[config.mk]
export PLATFORM = sky130hd
export DESIGN_NAME = rx_ber_meter
export DESIGN_NICKNAME = d
export VERILOG_FILES = /design/src/rtl/rx_ber_meter.sv
export SDC_FILE = /design/constraint.sdc
export NUM_CORES = 1
export LEC_CHECK = 0
export BUFFER_PORTS_ARGS = -buffer_cell sky130_fd_sc_hd__buf_2
export CAP_MARGIN = 20
export CORE_MARGIN = 4
export CORE_UTILIZATION = 60
export DETAILED_ROUTE_END_ITERATION = 16
export PLACE_DENSITY = 0.88
export SYNTH_ARGS = -nofsm -noshare
export SYNTH_HDL_FRONTEND = slang
export SYNTH_SLANG_ARGS = --single-unit
[constraint.sdc]
create_clock -name clk -period 9.5 [get_ports clk]
set_input_delay 1.425 -clock clk [delete_from_list [all_inputs] [get_ports clk]]
set_output_delay 1.425 -clock clk [all_outputs]
set_load 0.05 [all_outputs]
[src/rtl/rx_ber_meter.sv]
// rx_ber_meter: bit-error-rate meter for a PRBS link.
// Finds the link latency by testing each candidate delay for one window. It
// then counts compared bits and errors while locked. It drops lock and
// resumes the search when a window's error count reaches LOS_TH.
//
// Ports:
//   clk         rising-edge clock
//   rst         synchronous active-low reset
//   i_enable    sample strobe; one rx/ref bit pair per strobed cycle
//   i_rx_bit    detected bit from the receiver
//   i_ref_bit   local PRBS reference bit
//   i_clear     zeroes the bit/error counters (lock state untouched)
//   o_lock      1 while locked
//   o_latency   candidate latency (search) or locked latency
//   o_bit_count saturating count of bits compared while locked
//   o_err_count saturating count of errors while locked
//
// state    | meaning
// S_SEARCH | testing candidate latency o_latency for one window
// S_LOCK   | latency found, counting bits and errors
module rx_ber_meter #(
    parameter int MAX_LAT = 63,
    parameter int LAT_W   = 6,
    parameter int WIN_LEN = 128,
    parameter int LOCK_TH = 0,
    parameter int LOS_TH  = 16,
    parameter int CNT_W   = 32
) (
    input  logic             clk,
    input  logic             rst,
    input  logic             i_enable,
    input  logic             i_rx_bit,
    input  logic             i_ref_bit,
    input  logic             i_clear,
    output logic             o_lock,
    output logic [LAT_W-1:0] o_latency,
    output logic [CNT_W-1:0] o_bit_count,
    output logic [CNT_W-1:0] o_err_count
);

    localparam int WC_W = (WIN_LEN > 1) ? $clog2(WIN_LEN) : 1;
    localparam int WE_W = $clog2(WIN_LEN + 1);
    localparam int WE_X = WE_W + 1;
    localparam logic [WC_W-1:0]  WIN_LAST  = WC_W'(WIN_LEN - 1);
    localparam logic [WE_W-1:0]  WIN_SAT   = WE_W'(WIN_LEN);
    localparam logic [WE_X-1:0]  LOCK_TH_C = WE_X'(LOCK_TH);
    localparam logic [WE_X-1:0]  LOS_TH_C  = WE_X'(LOS_TH);
    localparam logic [LAT_W-1:0] LAT_MAX   = LAT_W'(MAX_LAT);
    localparam logic [CNT_W-1:0] CNT_MAX   = '1;

    typedef enum logic {S_SEARCH, S_LOCK} state_t;

    state_t             state_q, state_d;
    logic               lock_q, lock_d;
    logic [LAT_W-1:0]   lat_q, lat_d, lat_next;
    logic [MAX_LAT-1:0] hist_q, hist_d;
    logic [WC_W-1:0]    win_cnt_q, win_cnt_d;
    logic [WE_W-1:0]    win_err_q, win_err_d;
    logic [CNT_W-1:0]   bit_cnt_q, bit_cnt_d;
    logic [CNT_W-1:0]   err_cnt_q, err_cnt_d;

    // Entry 0 is the live reference bit; entry k is the bit k samples back.
    logic [MAX_LAT:0]   ref_vec;
    logic               err;
    logic               win_close;
    logic [WE_X-1:0]    e_tot;

    assign ref_vec   = {hist_q, i_ref_bit};
    assign err       = i_rx_bit ^ ref_vec[lat_q];
    assign win_close = i_enable && (win_cnt_q == WIN_LAST);
    // Window total including the sample being consumed now.
    assign e_tot     = {1'b0, win_err_q} + WE_X'(err);
    assign lat_next  = (lat_q == LAT_MAX) ? '0 : lat_q + 1'b1;

    always_comb begin
        state_d   = state_q;
        lock_d    = lock_q;
        lat_d     = lat_q;
        hist_d    = hist_q;
        win_cnt_d = win_cnt_q;
        win_err_d = win_err_q;
        bit_cnt_d = bit_cnt_q;
        err_cnt_d = err_cnt_q;

        if (i_enable) begin
            hist_d    = ref_vec[MAX_LAT-1:0];
            win_cnt_d = win_close ? '0 : win_cnt_q + 1'b1;
            if (win_close) begin
                win_err_d = '0;
            end else if (err && (win_err_q != WIN_SAT)) begin
                win_err_d = win_err_q + 1'b1;
            end

            case (state_q)
                S_SEARCH: begin
                    if (win_close) begin
                        if (e_tot <= LOCK_TH_C) begin
                            state_d = S_LOCK;
                            lock_d  = 1'b1;
                        end else begin
                            lat_d = lat_next;
                        end
                    end
                end
                S_LOCK: begin
                    if (bit_cnt_q != CNT_MAX) bit_cnt_d = bit_cnt_q + 1'b1;
                    if (err && (err_cnt_q != CNT_MAX)) err_cnt_d = err_cnt_q + 1'b1;
                    if (win_close && (e_tot >= LOS_TH_C)) begin
                        state_d = S_SEARCH;
                        lock_d  = 1'b0;
                        lat_d   = lat_next;
                    end
                end
                default: state_d = S_SEARCH;
            endcase
        end

        // Clear overrides any same-cycle count.
        if (i_clear) begin
            bit_cnt_d = '0;
            err_cnt_d = '0;
        end
    end

    always_ff @(posedge clk) begin
        if (!rst) begin
            state_q   <= S_SEARCH;
            lock_q    <= 1'b0;
            lat_q     <= '0;
            hist_q    <= '0;
            win_cnt_q <= '0;
            win_err_q <= '0;
            bit_cnt_q <= '0;
            err_cnt_q <= '0;
        end else begin
            state_q   <= state_d;
            lock_q    <= lock_d;
            lat_q     <= lat_d;
            hist_q    <= hist_d;
            win_cnt_q <= win_cnt_d;
            win_err_q <= win_err_d;
            bit_cnt_q <= bit_cnt_d;
            err_cnt_q <= err_cnt_d;
        end
    end

    assign o_lock      = lock_q;
    assign o_latency   = lat_q;
    assign o_bit_count = bit_cnt_q;
    assign o_err_count = err_cnt_q;

endmodule

### After elaboration in Yosys (flattened, before gate mapping)

Index checks and enable logic that the tools add are counted.

* register bits: 150
* input bits: 6
* logic and storage cells: 58

* $add $sub $neg: 6
* $lt $le $gt $ge: 3
* equality and inequality tests: 9
* multiplexer cells: 18
* bitwise operators: 3
* reduce and logical (&&, ||, !) cells: 11

Operator list (number)
* adder 32 x 1 -> 32 bit, second input constant: 2
* inequality test 32 bit, second input constant: 2
* 2-to-1 mux 6 bit: 4
* 2-to-1 mux 8 bit: 2
* one-hot mux 6 bit (2 select lines): 1
* adder 8 x 1 -> 9 bit: 1
* >= comparator 9 x 5 -> 1 bit, second input constant: 1
* less-or-equal comparator 9 x 1 -> 1 bit, second input constant: 1
* adder 8 x 1 -> 8 bit, second input constant: 1
* inequality test 8 bit, second input constant: 1
* AND reduction 4 bit: 2
* adder 7 x 1 -> 7 bit, second input constant: 1
* equality test 7 bit, second input constant: 1
* less-than comparator 6 x 7 -> 1 bit, second input constant: 1
* 2-to-1 mux 1 bit: 7
* 2-to-1 mux 7 bit: 1
* adder 6 x 1 -> 6 bit, second input constant: 1
* binary-select mux 1 bit (select 6 bit): 1
* equality test 6 bit, second input constant: 1
* inequality test 2 bit, second input constant: 3
* AND reduction 3 bit: 2
* logical AND 1 bit: 4
* one-hot mux 1 bit (2 select lines): 2
* inequality test 2 x 1 -> 1 bit, second input constant: 1
* 5 further kinds: 6

### Longest topological paths before layout

Gate-level depths: netlist (run 1).

* word-level depth: 8
* mapped depth: 19
* gate-level depth less buffers: 17

### Worst setup path before layout (run 1)

Ideal clock, no wire load.

* path type: in2reg
* start: input port i_ref_bit
* end: register lat_q[0], in the netlist o_latency[0]
* arrival: 4.534 ns
* required time: 9.371 ns
* setup slack: 4.837 ns
* stages: 16
* buffers on the path: 0
* cells stage by stage: mux4_2 -> mux2i_1 -> o221ai_1 -> nand3b_1 -> nand3_1 -> nand2_1 -> clkinv_1 -> ha_1 -> ha_1 -> a41oi_1 -> or4_1 -> inv_1 -> a21oi_1 -> nand4_1 -> o31ai_1 -> nor2_1

* cells in the longest elaborated chain, start to end: 8
* elaborated cells on any way between the ends: 10

RTL lines
* start: declaration: line 33 `input logic i_ref_bit,`
* binary-select mux 1 bit (select 6 bit) *: line 69 `assign err = i_rx_bit ^ ref_vec[lat_q];`
* 2-to-1 mux 1 bit (implied by the code) *: line 69
* bitwise XOR 1 bit *: line 69
* adder 8 x 1 -> 9 bit *: line 72 `assign e_tot = {1'b0, win_err_q} + WE_X'(err);`
* >= comparator 9 x 5 -> 1 bit: line 108 `if (win_close && (e_tot >= LOS_TH_C)) begin`
* logical AND 1 bit: line 108
* inequality test 2 x 1 -> 1 bit (no line)
* AND reduction 4 bit (no line) *
* end signal: assignment: line 138 `lat_q <= lat_d;`
* end: declaration: line 55 `logic [LAT_W-1:0] lat_q, lat_d, lat_next;`

Every way passes the cells marked *; elsewhere a longest branch is shown, timed or not. The select of a mux whose other input is x is not followed.
A chain may end at the register's enable or synchronous reset.

### Worst setup path in the final report (run 1)

* start: register lat_q[1], in the netlist o_latency[1]
* end: register lat_q[0], in the netlist o_latency[0]

* cells in the longest elaborated chain, start to end: 8
* elaborated cells on any way between the ends: 16

RTL lines (line)
* binary-select mux 1 bit (select 6 bit): 69
* 2-to-1 mux 1 bit (implied by the code): 69
* bitwise XOR 1 bit: 69
* adder 8 x 1 -> 9 bit: 72
* >= comparator 9 x 5 -> 1 bit: 108
* logical AND 1 bit: 108
* inequality test 2 x 1 -> 1 bit (no line)
* AND reduction 4 bit (no line)

Parallel ways exist; a longest one is shown, timed or not. The select of a mux whose other input is x is not followed.

==> results of run 1 <==
[through the flow]
step | setup slack (ns) | hold slack (ns) | utilization
4_1_cts | 4.084 | 0.4892 | 0.6878
5_1_grt | 3.414 | 0.5195 | 0.6878
2_1_floorplan | 4.837 | 0.4770 | -
6_report | 4.024 | 0.4878 | 0.6878
3_3_place_gp | 4.317 | 0.4706 | 0.6424
3_5_place_dp | 4.155 | 0.4811 | 0.6424
[state kept, by name, summed over array words and instances, names as in the netlist]
signal       flops
hist_q          63
o_bit_count     32
o_err_count     32
win_err_q        8
win_cnt_q        7
o_latency        6
o_lock           1
state_q          1
[metal layers]
metal	up-vias	global-route usage	wire length [um]
met5	-	0	0
met3	29	0.05646	682
met1	2832	0.2836	6990
met2	140	0.3841	7727
li1	2876	-	-
met4	0	0.08762	287
[worst max path at each step]
stage | slack [ns] | from | end
detailed placement | 4.15 | i_ref_bit | o_latency[5]
global placement | 4.32 | i_ref_bit | o_latency[0]
global route | 3.41 | o_latency[1] | o_latency[5]
finish | 4.02 | o_latency[1] | o_latency[0]
floorplan | 4.84 | i_ref_bit | o_latency[0]
CTS | 4.08 | o_latency[1] | o_latency[0]
[cells by family (layout without fill, tap and decap cells)]
family                     Yosys count  in the layout  share of synthesized area
and+or+nand+nor                    342            342                     0.2508
DFF                                150            150                     0.4100
muxes                               96             96                     0.1584
AOI/OAI and AO/OA                   85             85                    0.08029
buffers and inverters               59            120                    0.03673
xor gates and xnor gates            42             42                    0.05022
adders and majority gates            8              8                    0.01367
[worst reg2reg max path: stages, from the launching register on]
cell and delay [ns]:
dfxtp_1 0.99, mux4_2 0.62, mux2i_1 0.15, o22ai_1 0.09, a211oi_1 0.42, mux2i_1 0.43, nand2_1 0.29, clkinv_1 0.23
ha_1 0.26, ha_1 0.25, a31oi_1 0.11, a41oi_1 0.19, or4_1 0.16, inv_1 0.06, a21oi_1 0.42, nand4_1 0.21
o31ai_1 0.39, nor2_1 0.09
[synth_stat cells (all sizes together) (5+ instances only)]
cell type    n  area (um^2)
a21oi       20        100.1
a31oi       10        62.56
a41o         8        80.08
and2        16        100.1
and3        18        117.6
and4         8        70.07
buf         13        96.33
clkbuf      35        131.4
dfxtp      150         3003
ha           8        100.1
inv         10        37.54
mux2i       78        780.8
mux4        15        345.3
nand2       59        221.5
nand2b      13        81.33
nand3       33        165.2
nand3b       5        37.54
nand4       23        143.9
nor2        61        229.0
nor2b       72        450.4
nor3         7        40.04
nor4         8        50.05
o21ai       13        65.06
o31a         5        43.79
or3         13        81.33
xnor2       25        219.0
xor2        17        148.9
[power by group]
part           switching, mW  internal (mW)  total [mW]
Sequential           0.00410          0.632       0.636
Combinational         0.0284         0.0195      0.0479
Clock                  0.252          0.370       0.622
[layout make-up]
class                   count  area, um^2
well taps                 147       183.9
inverters                  11       41.29
clock buffers              22       464.2
clock inverters             9       78.83
repair buffers             78       397.9
multi-input cells         573        4058
fillers                   896        3735
flip-flops and latches    150        3003
==> results.json, run 1 <==
{
  "place_area_mm2": 0.007684,
  "fmax_ghz": 0.1826,
  "synth_ff_type": "dfxtp_1",
  "place_congestion": 0.8125,
  "wl_um": 15690,
  "layout-drive-gt1-share": 0.1554,
  "path_delay_family": "compound AO/OA/AOI/OAI gates",
  "grt_pass1_wl_um": 26810,
  "cts_buffers": 17,
  "track_usage": 0.2285,
  "post_cts_resized": 0,
  "rsz0062_at_grt": "no",
  "slowest_delay_ns": 0.99,
  "final_common_cell": "dfxtp_1",
  "antenna_found_initial": 0,
  "die_area_mm2": 0.01404,
  "mappedNetlistArea_mm2": 0.007325,
  "setup.worst_path.start_class": "flop",
  "h-tree-depth": 4,
  "clk_latency_ns": 0.43,
  "finalClockSkew_ns": 0.009132,
  "synth_cells": 782,
  "path_buf_inv": 2,
  "synth_warnings": 0,
  "min_from": "o_err_count[20]",
  "static-leakage-power_nw": 3.383,
  "num_antenna_cells": 0,
  "grt_overflow_total": 0,
  "area_growth_pct": 12.32,
  "start_util": 0.6123,
  "postLayoutCellArea_mm2": 0.008227,
  "synth-edff-count": 0,
  "cp.depth": 17,
  "hold-path-cell-count": 2,
  "placed_cells_incl_taps": 959,
  "cts_tree": "built",
  "fin_crit_sh": 0.5764,
  "power.total_mw": 1.306,
  "reg2reg_to": "o_latency[0]",
  "io_pins": 77,
  "min_path_type": "flop to flop",
  "layoutNonFillerInstCount": 990,
  "rr_startpoint": "o_latency[1]",
  "final_cell_mix": "150 x dfxtp_1, 78 x mux2i_1, 75 x buf_2",
  "hold_buffers": 0,
  "worst_pin_slew_ns": 1.068,
  "slowest_stage": "dfxtp_1",
  "required_ns": 9.81,
  "post-dp-hpwl_um": 10200,
  "core-area_mm2": 0.01196,
  "vias_per_cell": 5.936,
  "whs_endpoint": "o_err_count[20]",
  "cts_setup_buffers": 0,
  "dr.pass1.iters": 5,
  "path_class": "flop to flop",
  "drcViolationCount": 0,
  "detail-route-antenna-nets": 0,
  "arrival_ns": 5.78,
  "drv_cap": 0,
  "grt_pass1_vias": 5684,
  "synthDistinctLibCells": 53,
  "wl_per_cell_um": 15.85,
  "ir_drop_uv": 124.8,
  "nNetsFinal": 845,
  "power_density_mw_per_mm2": 158.7,
  "setup_violations": 0,
  "fin_tns_setup_ns": 0,
  "vias": 5877,
  "r2r_cells": 17,
  "cts.root.buffer_cell": "clkbuf_16",
  "grt_max_degree": 89,
  "cp-end-kind": "flop",
  "ff2ff_setup_slack_ns": 4.02,
  "rows": 40,
  "syn_nets": 796,
  "io_buffers": 76,
  "min_period_ns": 5.476,
  "postSynthAreaPerCell_um2": 9.366,
  "worstPathCellList": "mux4_2 > mux2i_1 > o22ai_1 > a211oi_1 > mux2i_1 > nand2_1 > clkinv_1 > ha_1 > ha_1 > a31oi_1 > a41oi_1 > or4_1 > inv_1 > a21oi_1 > nand4_1 > o31ai_1 > nor2_1",
  "ys_seq_elements": 150,
  "final_hold_viol_count": 0,
  "numClockSinks": 150,
  "outcome": "completed",
  "clk_path_buf_depth": 2,
  "die_w_um": 118.5,
  "drt_iter0_drc": 565,
  "ys_async_sr_fraction": 0,
  "drv_slew": 0,
  "fp.dieH_um": 118.5,
  "path_clk_slew_ns": 0.06,
  "cp_max_fo": 21,
  "slew_headroom": 0.2847,
  "ys_seq_area_frac": 0.4100
}
Note: power is estimated with default switching activity, not from simulation.
==> run 2: changes to the inputs <==
- CORE_UTILIZATION: 60 -> 53
- PLACE_DENSITY: 0.88 -> 0.83
- clock period: 9.5 -> 4.59 ns (I/O delays scaled with it)
==> results.json, run 2 (same netlist as run 1, synthesis figures left out) <==
{
  "rsz0062_at_grt": "no",
  "final_cell_mix": "148 x dfxtp_1, 78 x mux2i_1, 75 x buf_2",
  "power.sequential.fraction": 0.480,
  "clk_path_buf_depth": 2,
  "wl_per_cell_um": 15.24,
  "top_register": "hist_q",
  "final_hold_viol_count": 0,
  "setup_violations": 0,
  "fin_tns_setup_ns": 0,
  "static-leakage-power_nw": 3.439,
  "p_int_mw": 2.137,
  "io_pins": 77,
  "required_ns": 4.90,
  "numClockSinks": 150,
  "drv_cap": 0,
  "h-tree-depth": 4,
  "drt_iter0_drc": 419,
  "cts_tree": "built",
  "post_cts_resized": 0,
  "grt_max_degree": 86,
  "min_path_type": "flop to flop",
  "detail-route-antenna-nets": 0,
  "wl_um": 15670,
  "pwr-share-clk": 0.484,
  "nNetsFinal": 853,
  "rows": 42,
  "grt_pass1_vias": 5452,
  "dp_slack_ns": 0.2784,
  "ir_drop_uv": 242.0,
  "setup_slack_ns": 0.4426,
  "fin_crit_sh": 0.9036,
  "fmax_ghz": 0.2411,
  "layout-drive-gt1-share": 0.1714,
  "cts_setup_buffers": 0,
  "switching_share": 0.2203,
  "power.total_mw": 2.741,
  "cp_max_fo": 12,
  "area_growth_pct": 14.16,
  "drv_slew": 0,
  "cp-end-kind": "flop",
  "slew_headroom": 0.2539,
  "track_usage": 0.1987,
  "fp.dieH_um": 125.6,
  "antenna_found_initial": 0,
  "cts.root.buffer_cell": "clkbuf_16",
  "outcome": "completed",
  "vias": 5839,
  "clk_latency_ns": 0.42,
  "core-area_mm2": 0.01340,
  "grt_pass1_wl_um": 26230,
  "num_antenna_cells": 0,
  "cts_buffers": 17,
  "place_congestion": 0.7934,
  "finalClockSkew_ns": 0.008426,
  "largest_reg_flops": 63,
  "io_buffers": 76,
  "arrival_ns": 4.46,
  "drcViolationCount": 0,
  "power_density_mw_per_mm2": 327.8,
  "post-dp-hpwl_um": 10400,
  "die_w_um": 125.6,
  "start_util": 0.5466,
  "path_clk_slew_ns": 0.06,
  "min_period_ns": 4.147,
  "nFillCells": 1070,
  "vias_per_cell": 5.680,
  "dr.pass1.iters": 5,
  "final_common_cell": "dfxtp_1",
  "hold_buffers": 0,
  "grt_overflow_total": 0,
  "die_area_mm2": 0.01576,
  "worst_pin_slew_ns": 1.109,
  "share_comb_of_total_power": 0.036,
  "path_class": "flop to flop",
  "p_switching_uw": 603.8,
  "setup.worst_path.start_class": "flop"
}
[run 2: cell types whose count changed in the layout (fill, tap and decap cells not counted), moves of 2 or more]
cell | before | now
buf_4 | 3 | 11
clkbuf_1 | 3 | 1
dfxtp_1 | 150 | 148
dfxtp_2 | 0 | 2
inv_6 | 0 | 2
[run 2: path summary, 6_finish.rpt]
path | startpoint | end | slack (ns) | depth (start not counted)
max | o_latency[1] | o_latency[4] | 0.44 | 19
min | o_err_count[1] | o_err_count[1] | 0.49 | 2
max reg2reg | o_latency[1] | o_latency[4] | 0.44 | 19
min reg2reg | o_err_count[1] | o_err_count[1] | 0.49 | 2
[run 2: cell type report]
type                       count  area, um^2  share of cell area
inverter                      11       41.29            0.004938
clock buffer                  21       470.5             0.05626
sequential                   150        3005              0.3594
timing repair buffer          86       457.9             0.05477
multi-input combinational    573        4068              0.4865
tap                          176       220.2             0.02634
clock inverter                11       98.84             0.01182
[run 2: critical path, stage by stage, from the launching register on]
cell and delay (ns):
dfxtp_2 0.41, buf_4 0.24, mux4_2 0.51, mux2i_1 0.18
o221ai_1 0.18, nand3b_1 0.16, nand3_1 0.14, nand2_1 0.14
clkinv_1 0.22, ha_1 0.28, ha_1 0.22, a31oi_1 0.17
a41oi_1 0.05, or4_1 0.43, inv_1 0.09, a21oi_1 0.06
buf_4 0.18, nand4_1 0.13, xnor2_1 0.07, and2_1 0.14
[run 2: layer usage]
layer,up-vias,global-route usage,share of wire
li1,2907,-,-
met1,2757,0.2608,0.46
met2,156,0.3197,0.48
met3,19,0.05373,0.055
met4,0,0.06378,0.013
met5,-,0,0
[run 2: per-stage QoR]
step / hold slack [ns] / cells / area [um^2] / utilization
floorplan: 0.4770 / 782 / 7325 / -
global placement: 0.4713 / 996 / 7780 / 0.5806
detailed placement: 0.4776 / 996 / 7780 / 0.5806
CTS: 0.4863 / 1028 / 8349 / 0.6231
global route: 0.5201 / 1028 / 8362 / 0.6240
finish: 0.4907 / 1028 / 8362 / 0.6240
[run 2: power by group through the flow]
stage | registers (mW) | logic, mW | clock network [mW]
after floorplan | 1.34 | 0.0844 | 0
after global placement | 1.34 | 0.0983 | 0
after detailed placement | 1.34 | 0.0995 | 0
after CTS | 1.32 | 0.100 | 1.34
after global routing | 1.32 | 0.110 | 1.40
final | 1.32 | 0.0999 | 1.33
==> run 3: changes to the inputs <==
- CORE_ASPECT_RATIO: default -> 1.75
- CORE_UTILIZATION: 53 -> 38
- PLACE_DENSITY: 0.83 -> 0.65
==> results.json, run 3 (same netlist as run 1, synthesis figures left out) <==
{
  "cp-end-kind": "flop",
  "switching_share": 0.2270,
  "final_common_cell": "dfxtp_1",
  "wl_um": 16740,
  "layoutNonFillerInstCount": 1090,
  "io_buffers": 76,
  "drv_slew": 0,
  "outcome": "completed",
  "finalClockSkew_ns": 0.01058,
  "largest_reg_flops": 63,
  "final_cell_mix": "150 x dfxtp_1, 78 x mux2i_1, 75 x buf_2",
  "cts_buffers": 17,
  "cts.root.buffer_cell": "clkbuf_16",
  "wl_per_cell_um": 15.36,
  "pwr-share-clk": 0.483,
  "num_antenna_cells": 0,
  "ff2ff_setup_slack_ns": 0.45,
  "share_comb_of_total_power": 0.037,
  "cp_max_fo": 6,
  "place_area_mm2": 0.007858,
  "post_cts_resized": 0,
  "clk_path_buf_depth": 2,
  "clk_latency_ns": 0.43,
  "area_growth_pct": 14.98,
  "rows": 66,
  "multi_input_area_mm2": 0.004063,
  "layout-drive-gt1-share": 0.1678,
  "detail-route-antenna-nets": 0,
  "p_int_mw": 2.119,
  "setup_violations": 0,
  "die_area_mm2": 0.02165,
  "nNetsFinal": 853,
  "postLayoutCellArea_mm2": 0.008422,
  "die_w_um": 113.0,
  "cp-endpoint": "o_latency[4]",
  "power_density_mw_per_mm2": 325.6,
  "worst_pin_slew_ns": 1.092,
  "drt_iter0_drc": 279,
  "setup.worst_path.start_class": "flop",
  "slew_headroom": 0.2684,
  "dr.pass1.iters": 4,
  "power.sequential.fraction": 0.480,
  "ir_drop_uv": 236.5,
  "arrival_ns": 4.46,
  "vias_per_cell": 5.317,
  "placed_cells_incl_taps": 1058,
  "min_period_ns": 4.137,
  "vias": 5795,
  "r2r_cells": 19,
  "cts_tree": "built",
  "grt_pass1_wl_um": 27730,
  "top_register": "hist_q",
  "post-dp-hpwl_um": 11950,
  "path_clk_slew_ns": 0.06,
  "drv_cap": 0,
  "holdWs_ns": 0.4818,
  "core-area_mm2": 0.01875,
  "static-leakage-power_nw": 3.428,
  "p_switching_uw": 622.3,
  "grt_overflow_total": 0,
  "place_congestion": 0.8167,
  "required_ns": 4.91,
  "track_usage": 0.1581,
  "rr_startpoint": "o_latency[1]",
  "grt_max_degree": 76,
  "cts_setup_buffers": 0,
  "reg2reg_to": "o_latency[4]",
  "fin_crit_sh": 0.9014,
  "fmax_ghz": 0.2417,
  "start_util": 0.3907,
  "io_pins": 77,
  "min_path_type": "flop to flop",
  "worstSetupStartpoint": "o_latency[1]",
  "drcViolationCount": 0,
  "h-tree-depth": 4,
  "numClockSinks": 150,
  "antenna_found_initial": 0,
  "final_hold_viol_count": 0,
  "hold_buffers": 0,
  "seqCellArea_mm2": 0.003003,
  "grt_pass1_vias": 5708,
  "nFillCells": 1852,
  "fp.dieH_um": 191.7,
  "path_class": "flop to flop"
}
-- run 3: changes by cell type in the layout (fill, tap and decap cells not counted) --
cell and change:
clkinvlp_4 +1, dfxtp_2 -2, clkinv_2 +1, clkbuf_8 -1
a211oi_1 +1, dfxtp_1 +2, inv_6 -1, a211oi_2 -1
-- run 3: worst max-delay path, stage by stage, from the launching register on --
cell and delay (ns):
dfxtp_1 0.50, buf_4 0.22, mux4_2 0.49, mux2i_1 0.24
o221ai_1 0.18, nand3b_1 0.14, nand3_1 0.18, nand2_1 0.14
clkinv_1 0.09, ha_1 0.21, ha_1 0.23, a31oi_1 0.17
a41oi_1 0.05, or4_1 0.44, inv_1 0.09, a21oi_1 0.08
buf_4 0.19, nand4_1 0.15, xnor2_1 0.08, and2_1 0.16
-- run 3: cell type report --
class,instances,share of cell area
clock inverter,12,0.01218
clock buffer,20,0.05423
timing repair buffer,86,0.05438
tap,238,0.03536
sequential,150,0.3566
inverter,11,0.004903
multi-input combinational,573,0.4824
-- run 3: how the worst min path moves through the flow --
stage | startpoint | endpoint | slack (ns) | cells after the start
global placement | o_err_count[20] | o_err_count[20] | 0.47 | 2
CTS | o_err_count[20] | o_err_count[20] | 0.49 | 2
global route | o_err_count[20] | o_err_count[20] | 0.52 | 2
floorplan | hist_q[62] | hist_q[62] | 0.48 | 2
detailed placement | o_err_count[20] | o_err_count[20] | 0.48 | 2
finish | o_err_count[20] | o_err_count[20] | 0.48 | 2
-- run 3: metal layers --
layer	GRT usage	vias to the layer above	share of wire
met2	0.2913	104	0.53
met3	0.03531	25	0.040
met1	0.1715	2773	0.40
li1	-	2893	-
met5	0	-	0
met4	0.06756	0	0.021
-- run 3: power groups by stage --
stage,Combinational [mW],Sequential [mW],Clock [mW]
2_1_floorplan,0.0844,1.34,0
4_1_cts,0.103,1.31,1.36
5_1_grt,0.114,1.32,1.42
3_5_place_dp,0.103,1.34,0
6_report,0.102,1.32,1.32
3_3_place_gp,0.102,1.34,0
-- run 3: through the flow --
stage / power, mW / worst slack, ns / setup TNS (ns) / utilization
after floorplan: 1.424 / 0.04682 / 0 / -
after global placement: 1.446 / 0.5146 / 0 / 0.4192
after detailed placement: 1.447 / 0.4665 / 0 / 0.4192
after CTS: 2.781 / 0.4389 / 0 / 0.4490
after global routing: 2.847 / -0.02247 / -0.06004 / 0.4493
final: 2.742 / 0.4526 / 0 / 0.4493
